$ cat config.mk
export PLATFORM = sky130hd
export DESIGN_NAME = tcm_trigger_rx
export DESIGN_NICKNAME = d
export VERILOG_FILES = /design/src/rtl/tcm_trigger_rx.sv
export SDC_FILE = /design/constraint.sdc
export NUM_CORES = 1
export LEC_CHECK = 0
export BUFFER_PORTS_ARGS = -buffer_cell sky130_fd_sc_hd__buf_2
export CORE_UTILIZATION = 52
export CTS_CLUSTER_DIAMETER = 150
export DETAILED_ROUTE_END_ITERATION = 10
export HOLD_SLACK_MARGIN = 0.06
export PLACE_DENSITY = 0.75
export SYNTH_ARGS = -nofsm -noshare
export SYNTH_HDL_FRONTEND = slang
export SYNTH_SLANG_ARGS = --single-unit
$ cat constraint.sdc
create_clock -name clk320 -period 2.4 [get_ports clk320]
set_input_delay 0.36 -clock clk320 [delete_from_list [all_inputs] [get_ports clk320]]
set_output_delay 0.36 -clock clk320 [all_outputs]
set_load 0.005 [all_outputs]
$ cat src/rtl/tcm_trigger_rx.sv
// tcm_trigger_rx: deserialises the PM trigger (tt) and amplitude (ta) lanes,
// classifies each tt frame, tracks link lock and reports decoded data.
module tcm_trigger_rx #(
  parameter int unsigned LOCK_GOOD  = 4,
  parameter int unsigned UNLOCK_BAD = 2
) (
  input  logic        clk320,
  input  logic        rst,
  input  logic [2:0]  mt_cou,
  input  logic        en,
  input  logic        clr_cnt,
  input  logic        tt,
  input  logic        ta,
  output logic        tcm_req,
  output logic [5:0]  trig_bits,
  output logic [7:0]  ampl_sum,
  output logic        data_valid,
  output logic        frame_err,
  output logic        locked,
  output logic [15:0] err_cnt
);

  typedef enum logic [1:0] {StIdle, StSearch, StCheck, StLocked} state_e;

  // Lock/unlock thresholds are expected to stay well below 256.
  localparam logic [7:0] LockGoodC  = 8'(LOCK_GOOD);
  localparam logic [7:0] UnlockBadC = 8'(UNLOCK_BAD);

  state_e      state_q, state_d;
  logic [6:0]  tt_sr_q, tt_sr_d;
  logic [6:0]  ta_sr_q, ta_sr_d;
  logic        armed_q, armed_d;
  logic        pend_q, pend_d;
  logic [7:0]  pend_tt_q, pend_tt_d;
  logic [7:0]  pend_ta_q, pend_ta_d;
  logic [7:0]  good_cnt_q, good_cnt_d;
  logic [7:0]  bad_cnt_q, bad_cnt_d;
  logic [5:0]  trig_q, trig_d;
  logic [7:0]  ampl_q, ampl_d;
  logic        dv_q, dv_d;
  logic        fe_q, fe_d;
  logic        locked_q, locked_d;
  logic        req_q, req_d;
  logic [15:0] err_q, err_d;

  logic is_idle, is_data, is_good;

  // Classification of the frame captured at the previous mt_cou=7 sample.
  always_comb begin
    is_idle = (pend_tt_q == 8'h00);
    is_data = pend_tt_q[7] & (^pend_tt_q);
    is_good = is_idle | is_data;
  end

  // Next-state: deserialiser, frame pipeline, lock FSM, outputs.
  always_comb begin
    state_d    = state_q;
    tt_sr_d    = tt_sr_q;
    ta_sr_d    = ta_sr_q;
    armed_d    = armed_q;
    pend_d     = 1'b0;
    pend_tt_d  = pend_tt_q;
    pend_ta_d  = pend_ta_q;
    good_cnt_d = good_cnt_q;
    bad_cnt_d  = bad_cnt_q;
    trig_d     = trig_q;
    ampl_d     = ampl_q;
    dv_d       = 1'b0;
    fe_d       = 1'b0;
    err_d      = err_q;

    if (!en) begin
      // Link disabled: drop everything in flight, keep the data/err outputs.
      state_d    = StIdle;
      tt_sr_d    = '0;
      ta_sr_d    = '0;
      armed_d    = 1'b0;
      pend_tt_d  = '0;
      pend_ta_d  = '0;
      good_cnt_d = '0;
      bad_cnt_d  = '0;
    end else begin
      tt_sr_d = {tt_sr_q[5:0], tt};
      ta_sr_d = {ta_sr_q[5:0], ta};
      // A frame is only trusted once its first bit was seen at mt_cou=0.
      if (mt_cou == 3'd0) armed_d = 1'b1;
      if (armed_q && (mt_cou == 3'd7)) begin
        pend_d    = 1'b1;
        pend_tt_d = {tt_sr_q, tt};
        pend_ta_d = {ta_sr_q, ta};
      end

      unique case (state_q)
        StIdle: state_d = StSearch;
        StSearch: begin
          if (pend_q) begin
            if (is_good) begin
              if (LockGoodC <= 8'd1) begin
                state_d    = StLocked;
                good_cnt_d = '0;
              end else begin
                state_d    = StCheck;
                good_cnt_d = 8'd1;
              end
            end else begin
              fe_d = 1'b1;
            end
          end
        end
        StCheck: begin
          if (pend_q) begin
            if (is_good) begin
              if (good_cnt_q + 8'd1 >= LockGoodC) begin
                state_d    = StLocked;
                good_cnt_d = '0;
              end else begin
                good_cnt_d = good_cnt_q + 8'd1;
              end
            end else begin
              state_d    = StSearch;
              good_cnt_d = '0;
              fe_d       = 1'b1;
            end
          end
        end
        StLocked: begin
          if (pend_q) begin
            if (is_good) begin
              bad_cnt_d = '0;
              if (is_data) begin
                dv_d   = 1'b1;
                trig_d = pend_tt_q[6:1];
                ampl_d = pend_ta_q;
              end
            end else begin
              fe_d = 1'b1;
              if (bad_cnt_q + 8'd1 >= UnlockBadC) begin
                state_d   = StSearch;
                bad_cnt_d = '0;
              end else begin
                bad_cnt_d = bad_cnt_q + 8'd1;
              end
            end
          end
        end
        default: state_d = StIdle;
      endcase
    end

    // Clear has priority over a same-cycle increment.
    if (clr_cnt) begin
      err_d = '0;
    end else if (fe_d && (err_q != 16'hFFFF)) begin
      err_d = err_q + 16'd1;
    end

    locked_d = (state_d == StLocked);
    req_d    = (state_d != StIdle);
  end

  // State and output registers, asynchronous active-high reset.
  always_ff @(posedge clk320 or posedge rst) begin
    if (rst) begin
      state_q    <= StIdle;
      tt_sr_q    <= '0;
      ta_sr_q    <= '0;
      armed_q    <= 1'b0;
      pend_q     <= 1'b0;
      pend_tt_q  <= '0;
      pend_ta_q  <= '0;
      good_cnt_q <= '0;
      bad_cnt_q  <= '0;
      trig_q     <= '0;
      ampl_q     <= '0;
      dv_q       <= 1'b0;
      fe_q       <= 1'b0;
      locked_q   <= 1'b0;
      req_q      <= 1'b0;
      err_q      <= '0;
    end else begin
      state_q    <= state_d;
      tt_sr_q    <= tt_sr_d;
      ta_sr_q    <= ta_sr_d;
      armed_q    <= armed_d;
      pend_q     <= pend_d;
      pend_tt_q  <= pend_tt_d;
      pend_ta_q  <= pend_ta_d;
      good_cnt_q <= good_cnt_d;
      bad_cnt_q  <= bad_cnt_d;
      trig_q     <= trig_d;
      ampl_q     <= ampl_d;
      dv_q       <= dv_d;
      fe_q       <= fe_d;
      locked_q   <= locked_d;
      req_q      <= req_d;
      err_q      <= err_d;
    end
  end

  assign tcm_req    = req_q;
  assign trig_bits  = trig_q;
  assign ampl_sum   = ampl_q;
  assign data_valid = dv_q;
  assign frame_err  = fe_q;
  assign locked     = locked_q;
  assign err_cnt    = err_q;

endmodule

# Word level (Yosys, flattened, before mapping)
# Index checks and enable logic that the tools add are counted.
# word_totals
ff_bits,84
wordCells,92
# classes
n_addsub,3
n_lt_le_gt_ge,2
eq_ne,14
muxes,43
bitwise_logic,2
n_reduce_logical,12
# ops
op,n
$mux 8,15
$mux 16,2
$mux 2,9
$add 16x1->16 const B,1
$add 8x1->8 const B,2
$ne 16x16->1 const B,1
$pmux 8 s2,1
$mux 7,2
$mux 1,13
$ne 3x3->1 const B,3
$ge 8x2->1 const B,1
$ge 8x3->1 const B,1
$logic_not 8->1,1
$ne 2x1->1 const B,4
$pmux 2 s4,1
$reduce_xor 8->1,1
$eq 2x2->1 const B,3
$reduce_and 5->1,1
$reduce_and 4->1,1
$reduce_bool 2->1,2
$eq 3x3->1 const B,1
$logic_not 3->1,1
$ne 3x1->1 const B,1
$reduce_or 3->1,1
6 further kinds,7

# Longest topological paths before layout
# logic_depth
word_depth,10
depth_mapped,9
mapped_depth_nobuf,8

# Worst setup path after synthesis
# No wires, ideal clock.
# synth_path
path_type,reg-to-reg
from,reg pend_tt_q[7]
to,reg ampl_q[0] (netlist: ampl_sum[0])
setup_ns,0.128
arrival_time_ns,2.235
slack_ns,0.038
path_stages_with_launch,8
path_buffers,1
path_cell_list,dfrtp_1 inv_1 ha_1 xor2_2 xor2_1 or4_1 buf_2 mux2_1
# synth_between
elab_chain_len,4
word_cells_on_any_way,5
# synth_lines
element,line,text
from (decl),34,"logic [7:0] pend_tt_q, pend_tt_d;"
from (signal assigned),186,pend_tt_q <= pend_tt_d;
$reduce_xor 8->1,51,is_data = pend_tt_q[7] & (^pend_tt_q);
$and 1x1->1,51,
$or 1x1->1,52,is_good = is_idle | is_data;
$reduce_and 5->1 (no source line) *,n/a,
to (signal assigned),191,ampl_q <= ampl_d;
to (decl),39,"logic [7:0] ampl_q, ampl_d;"
# Every way passes the cells marked *; elsewhere a longest branch is shown, timed or not.
# A chain may end at the register's enable or synchronous reset.

# Final worst setup path
# layout_path
from,reg pend_tt_q[4]
to,reg ampl_q[2] (netlist: ampl_sum[2])
# Same word-level chain as after synthesis.

==> flow_summary.ini <==
[clock_network]
clock_sinks = 84
root_buffer = clkbuf_8
cts_tree = built
clk_pin_slew_worst_paths_ns = 0.09
clockBufferDepth = 2
clock_latency_ns = 0.36
cts_setup_buffers = 0
cts_made_buffers = 9
htree_num_levels = 3

[sta]
period_share_pct = 96.1
fmax_mhz = 433
report.final.slew_viol_count = 0
hold_viol = 0
tightest_slew_ns = 0.603
rsz0062_at_grt = true
fin_skew_ns = 0.0106
finalWorstPathRequiredPeriod_ns = 2.31
final-setup-viol-count = 0
timing.hold.ws_ns = 0.221
slew_headroom_pct = 59.6

[worst_hold_path]
min_to = ta_sr_q[0]
min-delay-start = ta
hold_depth = 2
hold_class = input pin to flip-flop

[worst_setup_path]
critical_path.cell_chain = inv_1 > ha_1 > xor2_2 > xor2_2 > or4_4 > buf_12 > mux2_1
cpMostUsedCell = xor2_2
critPathSlowestCell = or4_4
crit_fanout = 21
critPathMaxStageDelay_ns = 0.55
r2r_end = ampl_sum[2]
timing.rr.start = pend_tt_q[4]
rr_worst_depth = 7
cp.required_ns = 2.64
critical_path_class = flip-flop to flip-flop
cp_data_arrival_time_ns = 2.55
worst_setup_path_start_kind = flip-flop
rrSetupSlack_ns = 0.09
end_kind = flip-flop

[power_and_ir_drop]
p_sw_share_pct = 23.4
vdd_drop_max_v = 0.000487
combPwrFrac_pct = 3.3
power_frac_clock_pct = 40.1
powerDensity_mw_per_mm2 = 574
p_leak_uw = 0.00209
switchingPower_uw = 590
seq_power_share_pct = 56.6
p_int_uw = 1940

[routing]
vias = 2789
drt-pass1-iter-count = 4
drt-initial-drc-count = 114
avgRoutedWirePerCell_um = 14.3
via_per_inst = 5.42
postRouteAntennaNets = 0
drc = 0
totalWireLength_mm = 7.35

[place]
placedCellCount = 498
postPlaceCellArea_mm2 = 0.00416
port_buffers = 42
post-dp-hpwl_mm = 5.12
place_congestion = 0.828

[synth]
synth-edff-count = 0
syn_inst = 363
synth_warnings = 0
yosysSeqAreaShare_pct = 55.8
avgSynthCellArea_um2 = 10.4
ys_ff_latch = 84
synthesis.area_mm2 = 0.00377
synth_fp_nets = 380
async_reset_ff_share_pct = 100
ys.flop_type = dfrtp_1
ys_types = 50

[outcome]
status = completed

[cells_and_area]
diodes = 0
fillers = 601
final_area_mm2 = 0.00440
final_net_count = 431
areaGrowthSynthToFinish_pct = 16.8
utilization_pct = 63.7
final_cells = 515
drive_gt1_share_pct = 19.8

[global_routing]
grt_use_total_pct = 21.4
grt_overflow = 0
antenna_found_initial = 0
grt_pass1_vias = 2527
grt_pass1_wl_mm = 12.2
grt_start_max_net_pins = 48

[floorplanning]
io-pin-count = 43
die_y_um = 87.1
die_w_um = 87.1
start_util_pct = 54.5
fp.coreArea_mm2 = 0.00691
num_rows = 30
die_area_mm2 = 0.00759

[run]
maxCapViolCount = 0
[stage by stage]
step	setup WS, ns	TNS [ns]	total power, µW
4_1_cts	0.0419	0	2560
6_report	0.0925	0	2530
2_1_floorplan	0.0375	0	1510
3_5_place_dp	0.0486	0	1540
3_3_place_gp	0.138	0	1540
5_1_grt	-0.00955	-0.0170	2620
[per-layer routing]
metal | part of all wire, % | track usage [%] | vias up
li1 | - | - | 1369
met1 | 46 | 28.4 | 1361
met2 | 49 | 33.6 | 48
met3 | 3.2 | 4.64 | 11
met4 | 1.8 | 10.3 | 0
met5 | 0 | 0 | -
[Yosys cell counts (8+ instances only)]
cell type  number  area, µm²
nor2_1         16       60.1
a21oi_1        30        150
and2_1         29        181
dfrtp_1        84       2100
or4_1           8       60.1
inv_1          17       63.8
nand3_1         8       40.0
nand4_1         8       50.1
nand2_1        52        195
ha_1            8        100
mux2_1         11        124
clkbuf_1       13       48.8
[what timing repair did]
| item | 4_1_cts | 5_1_grt |
|---|---|---|
| hold buffers | 1 | 0 |
| endpoints found under the hold margin | 17 | 0 |
| setup endpoints to repair | 0 | 15 |
| gates resized for setup | 0 | 4 |
[power by group through the flow]
| stage | logic (µW) | clock network [µW] | registers, µW |
|---|---|---|---|
| final | 83.9 | 1010 | 1430 |
| after global routing | 96.9 | 1090 | 1430 |
| after CTS | 86.3 | 1040 | 1430 |
| after detailed placement | 85.2 | 0 | 1460 |
| after global placement | 82.1 | 0 | 1460 |
| after floorplan | 51.5 | 0 | 1450 |
[sequential cells by signal, summed over array words and instances, names as in the netlist, 2 cells and up]
signal	flops
err_cnt	16
ampl_sum	8
bad_cnt_q	8
good_cnt_q	8
pend_ta_q	8
pend_tt_q	8
ta_sr_q	7
tt_sr_q	7
trig_bits	6
state_q	2
[worst max-delay path by stage]
stage / startpoint / slack (ns) / cells after the start / to
finish: pend_tt_q[4] / 0.09 / 7 / ampl_sum[2]
global route: pend_tt_q[2] / -0.01 / 7 / err_cnt[13]
CTS: pend_tt_q[7] / 0.04 / 7 / ampl_sum[2]
detailed placement: pend_tt_q[6] / 0.05 / 7 / ampl_sum[2]
global placement: pend_tt_q[6] / 0.14 / 7 / ampl_sum[3]
floorplan: pend_tt_q[7] / 0.04 / 7 / ampl_sum[0]
[final cells by class]
cell class	count	area [µm²]	area share (%)
tap	96	120	2.73
inverter	18	71.3	1.62
multi-input combinational	245	1560	35.6
timing repair buffer	56	343	7.79
clock buffer	10	128	2.90
clock inverter	6	71.3	1.62
sequential	84	2100	47.8
[worst max-delay path, delay by kind of cell (launching register included)]
family | cells | cell delay, ns
buffers and inverters | 2 | 0.23
XOR/XNOR | 2 | 0.39
adder cells (fa/ha/maj) | 1 | 0.33
flip-flops | 1 | 0.36
AND/OR/NAND/NOR | 1 | 0.55
multiplexers | 1 | 0.32
[cells by family (layout without fill, tap and decap cells)]
kind of cell / count (synthesis) / count (layout) / share of synthesized area, %
AND/OR/NAND/NOR: 152 / 152 / 21.3
flip-flops: 84 / 84 / 55.8
AO/OA/AOI/OAI: 68 / 68 / 11.7
buffers and inverters: 34 / 90 / 3.49
multiplexers: 12 / 12 / 3.59
adder cells (fa/ha/maj): 8 / 8 / 2.66
XOR/XNOR: 5 / 5 / 1.56
[placed cells by master (no fill, tap or decap), types with 7 or more instances in the layout]
cell and n:
a21oi_1 30, and2_1 29, buf_2 42, buf_4 11, clkbuf_8 9, dfrtp_1 84, ha_1 7, inv_1 16
mux2_1 11, nand2_1 52, nand3_1 8, nand4_1 8, nor2_1 16, nor3_1 7, o21ai_1 7, or4_1 7
(Power assumes the default switching activity.)
